===== src/rtl/rf_pkg.sv =====
// Writeback types shared by the register file, the writeback stage and the
// write-port arbiter.
package rf_pkg;

  localparam int RF_AW = 5;
  localparam int RF_DW = 32;

  typedef struct packed {
    logic [RF_AW-1:0] addr;
    logic [RF_DW-1:0] data;
  } wb_req_t;

  typedef enum logic {
    SRC_ALU = 1'b0,
    SRC_MEM = 1'b1
  } wb_src_e;

endpackage


===== src/rtl/wb_fifo.sv =====
// Small circular FIFO of writeback requests. Every entry's address and
// occupancy are exposed so the owner can build a pending-write mask.
module wb_fifo
  import rf_pkg::*;
#(
  parameter int DEPTH = 2
) (
  input  logic             clk,
  input  logic             rst,
  input  logic             push,
  input  wb_req_t          push_req,
  input  logic             pop,
  output wb_req_t          head,
  output logic             full,
  output logic             empty,
  output logic [DEPTH-1:0] ent_vld,
  output logic [RF_AW-1:0] ent_addr [DEPTH]
);

  localparam int PW = $clog2(DEPTH);

  logic [PW-1:0] wr_ptr;
  logic [PW-1:0] rd_ptr;
  logic [PW:0]   count;
  wb_req_t       store [DEPTH];
  logic          push_ok;
  logic          pop_ok;

  assign full    = (count == (PW+1)'(DEPTH));
  assign empty   = (count == '0);
  assign push_ok = push && !full;
  assign pop_ok  = pop && !empty;
  assign head    = store[rd_ptr];

  // Pointer and occupancy bookkeeping; a simultaneous push and pop leaves count unchanged.
  always_ff @(posedge clk) begin
    if (rst) begin
      wr_ptr <= '0;
      rd_ptr <= '0;
      count  <= '0;
    end else begin
      if (push_ok) wr_ptr <= wr_ptr + 1'b1;
      if (pop_ok)  rd_ptr <= rd_ptr + 1'b1;
      case ({push_ok, pop_ok})
        2'b10:   count <= count + 1'b1;
        2'b01:   count <= count - 1'b1;
        default: count <= count;
      endcase
    end
  end

  // Entry storage carries no reset; occupancy alone decides what is live.
  always_ff @(posedge clk) begin
    if (push_ok) store[wr_ptr] <= push_req;
  end

  // An entry is live when its distance from the read pointer is below the count.
  for (genvar g = 0; g < DEPTH; g++) begin : g_ent
    logic [PW-1:0] off;
    assign off         = PW'(g) - rd_ptr;
    assign ent_vld[g]  = ({1'b0, off} < count);
    assign ent_addr[g] = store[g].addr;
  end

endmodule


===== src/rtl/rf_wb_arbiter.sv =====
// Round-robin arbiter sharing the single register-file write port between
// the ALU and MEM writeback sources, with a pending-write mask for decode.
module rf_wb_arbiter
  import rf_pkg::*;
#(
  parameter int AW    = RF_AW,
  parameter int DW    = RF_DW,
  parameter int DEPTH = 2,
  parameter int CW    = 16
) (
  input  logic              clk,
  input  logic              rst,
  input  logic              alu_valid,
  output logic              alu_ready,
  input  logic [AW-1:0]     alu_addr,
  input  logic [DW-1:0]     alu_data,
  input  logic              mem_valid,
  output logic              mem_ready,
  input  logic [AW-1:0]     mem_addr,
  input  logic [DW-1:0]     mem_data,
  output logic              rf_we,
  output logic [AW-1:0]     rf_waddr,
  output logic [DW-1:0]     rf_wdata,
  output logic              grant_src,
  output logic [2**AW-1:0]  pending_mask,
  output logic [CW-1:0]     wr_cnt
);

  logic             rdy_en;
  wb_src_e          last_grant;

  wb_req_t          alu_head, mem_head;
  logic             alu_full, alu_empty, mem_full, mem_empty;
  logic [DEPTH-1:0] alu_vld, mem_vld;
  logic [AW-1:0]    alu_ent [DEPTH];
  logic [AW-1:0]    mem_ent [DEPTH];

  logic             gnt_vld_p0;
  wb_src_e          gnt_src_p0;
  wb_req_t          gnt_req_p0;
  logic             alu_pop, mem_pop;

  // Ready is held low through reset and comes up on the first edge after release.
  assign alu_ready = rdy_en && !alu_full;
  assign mem_ready = rdy_en && !mem_full;

  wb_fifo #(.DEPTH(DEPTH)) u_alu_fifo (
    .clk      (clk),
    .rst      (rst),
    .push     (alu_valid && alu_ready),
    .push_req ('{addr: alu_addr, data: alu_data}),
    .pop      (alu_pop),
    .head     (alu_head),
    .full     (alu_full),
    .empty    (alu_empty),
    .ent_vld  (alu_vld),
    .ent_addr (alu_ent)
  );

  wb_fifo #(.DEPTH(DEPTH)) u_mem_fifo (
    .clk      (clk),
    .rst      (rst),
    .push     (mem_valid && mem_ready),
    .push_req ('{addr: mem_addr, data: mem_data}),
    .pop      (mem_pop),
    .head     (mem_head),
    .full     (mem_full),
    .empty    (mem_empty),
    .ent_vld  (mem_vld),
    .ent_addr (mem_ent)
  );

  // Stage p0: pick a winner among non-empty FIFOs, favouring the source not granted last.
  always_comb begin
    gnt_vld_p0 = 1'b0;
    gnt_src_p0 = SRC_ALU;
    if (!alu_empty && !mem_empty) begin
      gnt_vld_p0 = 1'b1;
      gnt_src_p0 = (last_grant == SRC_MEM) ? SRC_ALU : SRC_MEM;
    end else if (!alu_empty) begin
      gnt_vld_p0 = 1'b1;
      gnt_src_p0 = SRC_ALU;
    end else if (!mem_empty) begin
      gnt_vld_p0 = 1'b1;
      gnt_src_p0 = SRC_MEM;
    end
    gnt_req_p0 = (gnt_src_p0 == SRC_MEM) ? mem_head : alu_head;
  end

  assign alu_pop = gnt_vld_p0 && (gnt_src_p0 == SRC_ALU);
  assign mem_pop = gnt_vld_p0 && (gnt_src_p0 == SRC_MEM);

  // Stage p1: register the granted write; r0 consumes a grant but never asserts rf_we.
  always_ff @(posedge clk) begin
    if (rst) begin
      rdy_en     <= 1'b0;
      rf_we      <= 1'b0;
      rf_waddr   <= '0;
      rf_wdata   <= '0;
      grant_src  <= 1'b0;
      last_grant <= SRC_MEM;
      wr_cnt     <= '0;
    end else begin
      rdy_en <= 1'b1;
      if (rf_we) wr_cnt <= wr_cnt + 1'b1;
      rf_we <= gnt_vld_p0 && (gnt_req_p0.addr != '0);
      if (gnt_vld_p0) begin
        rf_waddr   <= gnt_req_p0.addr;
        rf_wdata   <= gnt_req_p0.data;
        grant_src  <= gnt_src_p0;
        last_grant <= gnt_src_p0;
      end
    end
  end

  // Pending mask: every live buffered address plus the write currently on the port.
  always_comb begin
    pending_mask = '0;
    for (int i = 0; i < DEPTH; i++) begin
      if (alu_vld[i]) pending_mask[alu_ent[i]] = 1'b1;
      if (mem_vld[i]) pending_mask[mem_ent[i]] = 1'b1;
    end
    if (rf_we) pending_mask[rf_waddr] = 1'b1;
    pending_mask[0] = 1'b0;
  end

endmodule


===== config.mk =====
export PLATFORM = sky130hd
export DESIGN_NAME = rf_wb_arbiter
export DESIGN_NICKNAME = d
export VERILOG_FILES = /design/src/rtl/rf_pkg.sv /design/src/rtl/wb_fifo.sv /design/src/rtl/rf_wb_arbiter.sv
export SDC_FILE = /design/constraint.sdc
export NUM_CORES = 1
export LEC_CHECK = 0
export CAP_MARGIN = 20
export CELL_PAD_IN_SITES_DETAIL_PLACEMENT = 0
export CELL_PAD_IN_SITES_GLOBAL_PLACEMENT = 2
export CORE_MARGIN = 3
export CORE_UTILIZATION = 38
export CTS_CLUSTER_SIZE = 8
export DETAILED_ROUTE_END_ITERATION = 8
export PLACE_DENSITY_LB_ADDON = 0.25
export SYNTH_ARGS = -nofsm -noshare
export SYNTH_HDL_FRONTEND = slang
export SYNTH_SLANG_ARGS = --single-unit

===== constraint.sdc =====
create_clock -name clk -period 9 [get_ports clk]
set_clock_uncertainty 0.2 [all_clocks]
set_input_delay 1.8 -clock clk [delete_from_list [all_inputs] [get_ports clk]]
set_output_delay 1.8 -clock clk [all_outputs]
set_load 0.03 [all_outputs]

==> run metrics, run 1 <==
first-pass GRT wire length=41400 um; hold crit path type=flip-flop to flip-flop; Area contributors post-synth=edfxtp_1 (47%), dfxtp_1 (14%), a2111oi_0 (4.1%); Comb power frac=31.9%; Sink Count=about 220; CP max stage cell=a21oi_1; layout cells sized above 1=roughly 7.7%; Core Footprint=~24000 um^2; delay-heaviest family, CP=compound AO/OA/AOI/OAI gates; pin count of the biggest net entering global routing=68; outcome=complete, no violations; endpoints failing setup=0; Synthesized Nets=842; area grow syn2layout=30.6%; number of antenna violations at the first check in global routing=1; Vias=between 7000 and 8000; setup_tns=0 ps; Total GRT Usage=19.8%; Seq cells post-synth=~220; WL/cell=approximately 21 um; relative max-transition margin=19.9%; Worst setup SP type=flip-flop; YS warnings=0; htree depth=1; Least-Margin Pin Slew=1190 ps; total leakage power=between 3 and 4 nW; CTS Buf Count=31; PortBufs=between 150 and 200; top cells by count, synth=edfxtp_1 (148), nor2_1 (80), dfxtp_1 (67); DR iter-0 viols=559; Internal Power=2.29 mW; mapped cell area=9420 um^2; width of the die=163 um; # diodes=0; Final Max Slew Viols=0; Post-CTS Hold Buffers=0; DRC Markers=0; Non-Filler Instances=~1300; hpwl dp=approximately 18000 um; Max Cap Viol=0; min cycle time layout=between 5000 and 6000 ps; Post-synth EDFFs=148; fmax=roughly 190 MHz; pwr dens=288 nW/um^2; CP Cell Sequence=nand2b_1 -> a21oi_1 -> a222oi_1 -> o211ai_1 -> clkdlybuf4s50_1; Fin Hold WS=306 ps; routability cong.=slightly below 0.9; Filler Cell Count=roughly 2100; Crit path required time=7000 ps; DRT Pass-1 Iters=5; sequential fraction of the synthesis area=around three fifths; Longest Clk Path Bufs=3; antenna viol nets, final=0; vias in the first global route=7176; total gr overflow=0; Post-Route WL=27100 um; most area-hungry cell type in the Yosys netlist=edfxtp_1; Initial Util=39.4%; Crit. End Element=output pin; CTS tree=yes; Synth Instances=761; RSZ-0062 raised after global routing=no; latest clock arrival within the worst-skew pair=550 ps; Crit Path Class=flip-flop to output pin; Placed Cells=between 1000 and 1500; clock slew at reported path FFs=50 ps; Main synth FF type=edfxtp_1; CP max FO=8; die height=163 um; switch share=35.3%; period utilization=58.6%; Worst IR Drop VDD=0.195 mV; Nets=1009; share of the synthesized area in the top cell type=47.2%; Clock Tree Root=clkbuf_16; Clock power frac=a little under a third; sw power=roughly 1.2 mW; drt via density=approximately 5.6; CP peak stage delay=880 ps; Post-CTS Setup Repair Bufs=0; count leader, synth=edfxtp_1; Yosys cell types=a little over 50; io pins=167; # rows=56; Seq pwr share=a little under two fifths; WP buf/inv=1; post-synthesis area per instance=12.4 um^2; full die area=26700 um^2; CTS resizes=0; Arr. time, crit path=3280 ps; Hold Fails Final Rpt=0; share of synthesized registers carrying an async set or reset=0%
-- power groups by stage --
stage                     clock network, mW  registers, mW  logic [mW]
after floorplan                           0           1.41       0.665
after global placement                    0           1.35        1.11
after detailed placement                  0           1.35        1.14
after CTS                              1.10           1.34        1.14
after global routing                   1.14           1.35        1.22
final                                  1.07           1.34        1.13
-- layer usage --
layer	track usage, %	up-vias	wire length [um]
met4	5.65	2	593
li1	-	3331	-
met1	26.0	3423	11500
met3	4.46	60	2190
met5	0	-	13
met2	32.9	307	12800
-- path summary, 6_finish.rpt --
check | start | end | cells after the start | slack [ps]
setup / recovery | u_mem_fifo.count[0] | pending_mask[27] | 5 | 3720
hold / removal | rf_wdata[28] | rf_wdata[28] | 2 | 310
setup reg to reg | u_mem_fifo.count[0] | u_mem_fifo.count[1] | 6 | 5860
hold reg to reg | rf_wdata[28] | rf_wdata[28] | 2 | 310
-- cell families after synthesis --
| family | synth area share [%] |
|---|---|
| compound gates | 15.9 |
| xor+xnor | 1.67 |
| fa+ha+maj | 0.399 |
| buf+inv | 2.87 |
| flops | 61.4 |
| mux | 4.16 |
| other cells | 0.0398 |
| simple gates | 13.5 |
-- state kept, by name, indices dropped and copies added (netlist names), named ones only --
| register | count |
|---|---|
| wr_cnt | 16 |
| last_grant | 1 |
| u_mem_fifo.wr_ptr | 1 |
| u_alu_fifo.rd_ptr | 1 |
| grant_src | 1 |
| rf_waddr | 5 |
| rf_wdata | 32 |
| u_mem_fifo.store | 74 |
| u_mem_fifo.rd_ptr | 1 |
| u_alu_fifo.count | 2 |
| u_mem_fifo.count | 2 |
| u_alu_fifo.store | 74 |
| rdy_en | 1 |
| u_alu_fifo.wr_ptr | 1 |
| rf_we | 1 |
-- worst register-to-register path, stage by stage (launching register included) --
cell and delay [ps]:
dfxtp_1 530, nor2_1 170, a21oi_4 700, buf_4 590, ha_1 380, or3_1 350
a21oi_1 140
-- cell type report --
type,count,area (um^2),share of cell area (%)
clock buffer,55,897,7.29
sequential,215,5790,47.1
tap,319,399,3.25
multi-input combinational,488,3390,27.6
timing repair buffer,181,1760,14.3
inverter,11,41.3,0.336
clock inverter,2,25.0,0.203
-- through the flow --
stage	total power, mW	worst slack [ps]	utilization [%]	area (um^2)
final	3.54	3720	51.5	12300
after global routing	3.71	3630	51.5	12300
after CTS	3.57	3720	51.5	12300
after global placement	2.46	4070	47.5	11300
after detailed placement	2.49	4320	47.6	11400
after floorplan	2.07	4820	-	9420
-- cells in the final DEF, fill, tap and decap left out, types with 4 or more instances in the layout --
cell	Yosys	final
inv_1	11	11
mux2i_1	38	38
xnor2_1	12	12
buf_4	2	12
nor3_1	11	11
a2111oi_1	24	24
buf_2	12	5
nand2b_1	7	7
and3b_1	6	6
a21oi_1	16	16
o211ai_1	17	17
nor2_1	80	76
clkbuf_16	0	32
nand3b_1	4	4
nand3_1	24	24
nand2_1	33	32
nor2b_1	40	40
and3_1	6	6
xor2_1	6	6
nor3b_1	16	16
clkbuf_1	27	22
nor2_4	0	4
or3_1	4	4
a32oi_1	6	6
clkdlybuf4s50_1	0	164
a22oi_1	48	48
a2111oi_0	44	44
nand4_1	5	5
o21ai_0	5	5
a2111oi_2	6	6
edfxtp_1	148	148
dfxtp_1	67	65
Power figures use the tool's default switching activity.
==> run 2, diff against run 1 <==
--- a/config.mk
+++ b/config.mk
@@ -9,7 +9,7 @@
 export CELL_PAD_IN_SITES_DETAIL_PLACEMENT = 0
 export CELL_PAD_IN_SITES_GLOBAL_PLACEMENT = 2
 export CORE_MARGIN = 3
-export CORE_UTILIZATION = 38
+export CORE_UTILIZATION = 35
 export CTS_CLUSTER_SIZE = 8
 export DETAILED_ROUTE_END_ITERATION = 8
 export PLACE_DENSITY_LB_ADDON = 0.25
==> constraint.sdc (replaced) <==
create_clock -name clk -period 5.35 [get_ports clk]
set_clock_uncertainty 0.2 [all_clocks]
set_input_delay 1.07 -clock clk [delete_from_list [all_inputs] [get_ports clk]]
set_output_delay 1.07 -clock clk [all_outputs]
set_load 0.03 [all_outputs]
==> run metrics, run 2 (synthesis results as in run 1) <==
outcome=complete, no violations; Crit Path Class=flip-flop to output pin; reg-to-reg endpoint=rf_wdata[23]; crit path launch=u_alu_fifo.count[0]; # diodes=0; WL/cell=between 20 and 25 um; io pins=between 150 and 200; Total GRT Usage=18.3%; Final Max Slew Viols=0; hold crit path type=flip-flop to flip-flop; Post-CTS Setup Repair Bufs=0; Arr. time, crit path=3110 ps; pin count of the biggest net entering global routing=a little under 70; Non-Filler Instances=approximately 1300; Least-Margin Pin Slew=~1000 ps; setup_tns=0 ps; layout cells sized above 1=7.78%; most common cell after layout, fill and taps aside=clkdlybuf4s50_1; relative max-transition margin=31.7%; vias in the first global route=7196; total leakage power=3.94 nW; drt via density=5.46; Worst IR Drop VDD=0.289 mV; Vias=7020; area grow syn2layout=30.8%; # rows=59; Max Cap Viol=0; latest clock arrival within the worst-skew pair=~550 ps; worst hold start=rf_wdata[0]; commonest cells after routing, fill and taps aside=clkdlybuf4s50_1 (164), edfxtp_1 (148), nor2_1 (76), dfxtp_1 (65), a22oi_1 (48); routability cong.=0.870; Worst setup SP type=flip-flop; RSZ-0062 raised after global routing=no; CP peak stage delay=840 ps; period utilization=around four fifths; Power, Total=5.92 mW; number of antenna violations at the first check in global routing=2; endpoints failing setup=0; slack of the worst reg-to-reg path=roughly 2700 ps; die height=approximately 170 um; Longest Clk Path Bufs=3; Post-CTS Hold Buffers=0; Hold Fails Final Rpt=0; antenna viol nets, final=0; CP Cell Sequence=nand2b_1 -> a21oi_1 -> a22oi_1 -> o211ai_1 -> clkdlybuf4s50_1; DR iter-0 viols=604; Crit path required time=roughly 4100 ps; Crit. End Element=output pin; htree depth=1; fmax=228 MHz; CTS Buf Count=31; CTS resizes=0; Final Util=46.9%; hpwl dp=roughly 17000 um; placed instance area=between 10000 and 15000 um^2; final instance area=12300 um^2; total gr overflow=0; first-pass GRT wire length=~42000 um; Sink Count=~220; crit path to=pending_mask[30]; pwr dens=between 400 and 500 nW/um^2; Post-Route WL=26900 um; CP max stage cell=a21oi_1; r2r startpoint=u_mem_fifo.count[0]; Clock Tree Root=clkbuf_16; Core Footprint=~26000 um^2; PortBufs=between 150 and 200; full die area=28900 um^2; width of the die=170 um; CP max FO=8; Nets=1011; min cycle time layout=4380 ps; CTS tree=yes; Initial Util=between 30% and 40%; Placed Cells=1232; DRT Pass-1 Iters=5; worst-case reg-to-reg path depth=5; clock slew at reported path FFs=50 ps; DRC Markers=0; largest registers=u_alu_fifo.store: 74 flops, u_mem_fifo.store: 74 flops, rf_wdata: 32 flops
[run 2: per-layer routing]
layer	up-vias	track usage, %	wire length, um
li1	3314	-	-
met1	3400	24.8	11900
met2	238	29.8	12600
met3	64	4.09	1760
met4	4	5.29	588
met5	-	0	27
[run 2: final cells by class]
type                       instances  area (um^2)
fill                            2413        14000
clock inverter                     3         33.8
timing repair buffer             183         1790
sequential                       215         5790
tap                              335          419
multi-input combinational        488         3390
clock buffer                      51          851
inverter                          11         41.3
[run 2: worst min path at each step]
stage	to	depth (start not counted)
after CTS	grant_src	2
after global placement	grant_src	2
after floorplan	u_alu_fifo.count[1]	2
final	rf_wdata[0]	2
after detailed placement	grant_src	2
after global routing	rf_wdata[31]	2
[run 2: stage by stage]
step | hold slack (ps) | setup WS, ps
2_1_floorplan | 296 | 1900
6_report | 303 | 967
5_1_grt | 338 | 691
4_1_cts | 304 | 1000
3_5_place_dp | 286 | 1590
3_3_place_gp | 277 | 1550
[run 2: where the power goes]
part / internal, mW / switching, mW
sequential: 2.03 / 0.199
combinational: 0.716 / 1.22
clock: 1.07 / 0.684
total: 3.82 / 2.10
[run 2: critical path: cells and delay by family, from the launching register on]
| family | cells | cell delay, ps |
|---|---|---|
| buf+inv | 1 | 700 |
| compound gates | 3 | 1220 |
| flops | 1 | 480 |
| simple gates | 1 | 170 |
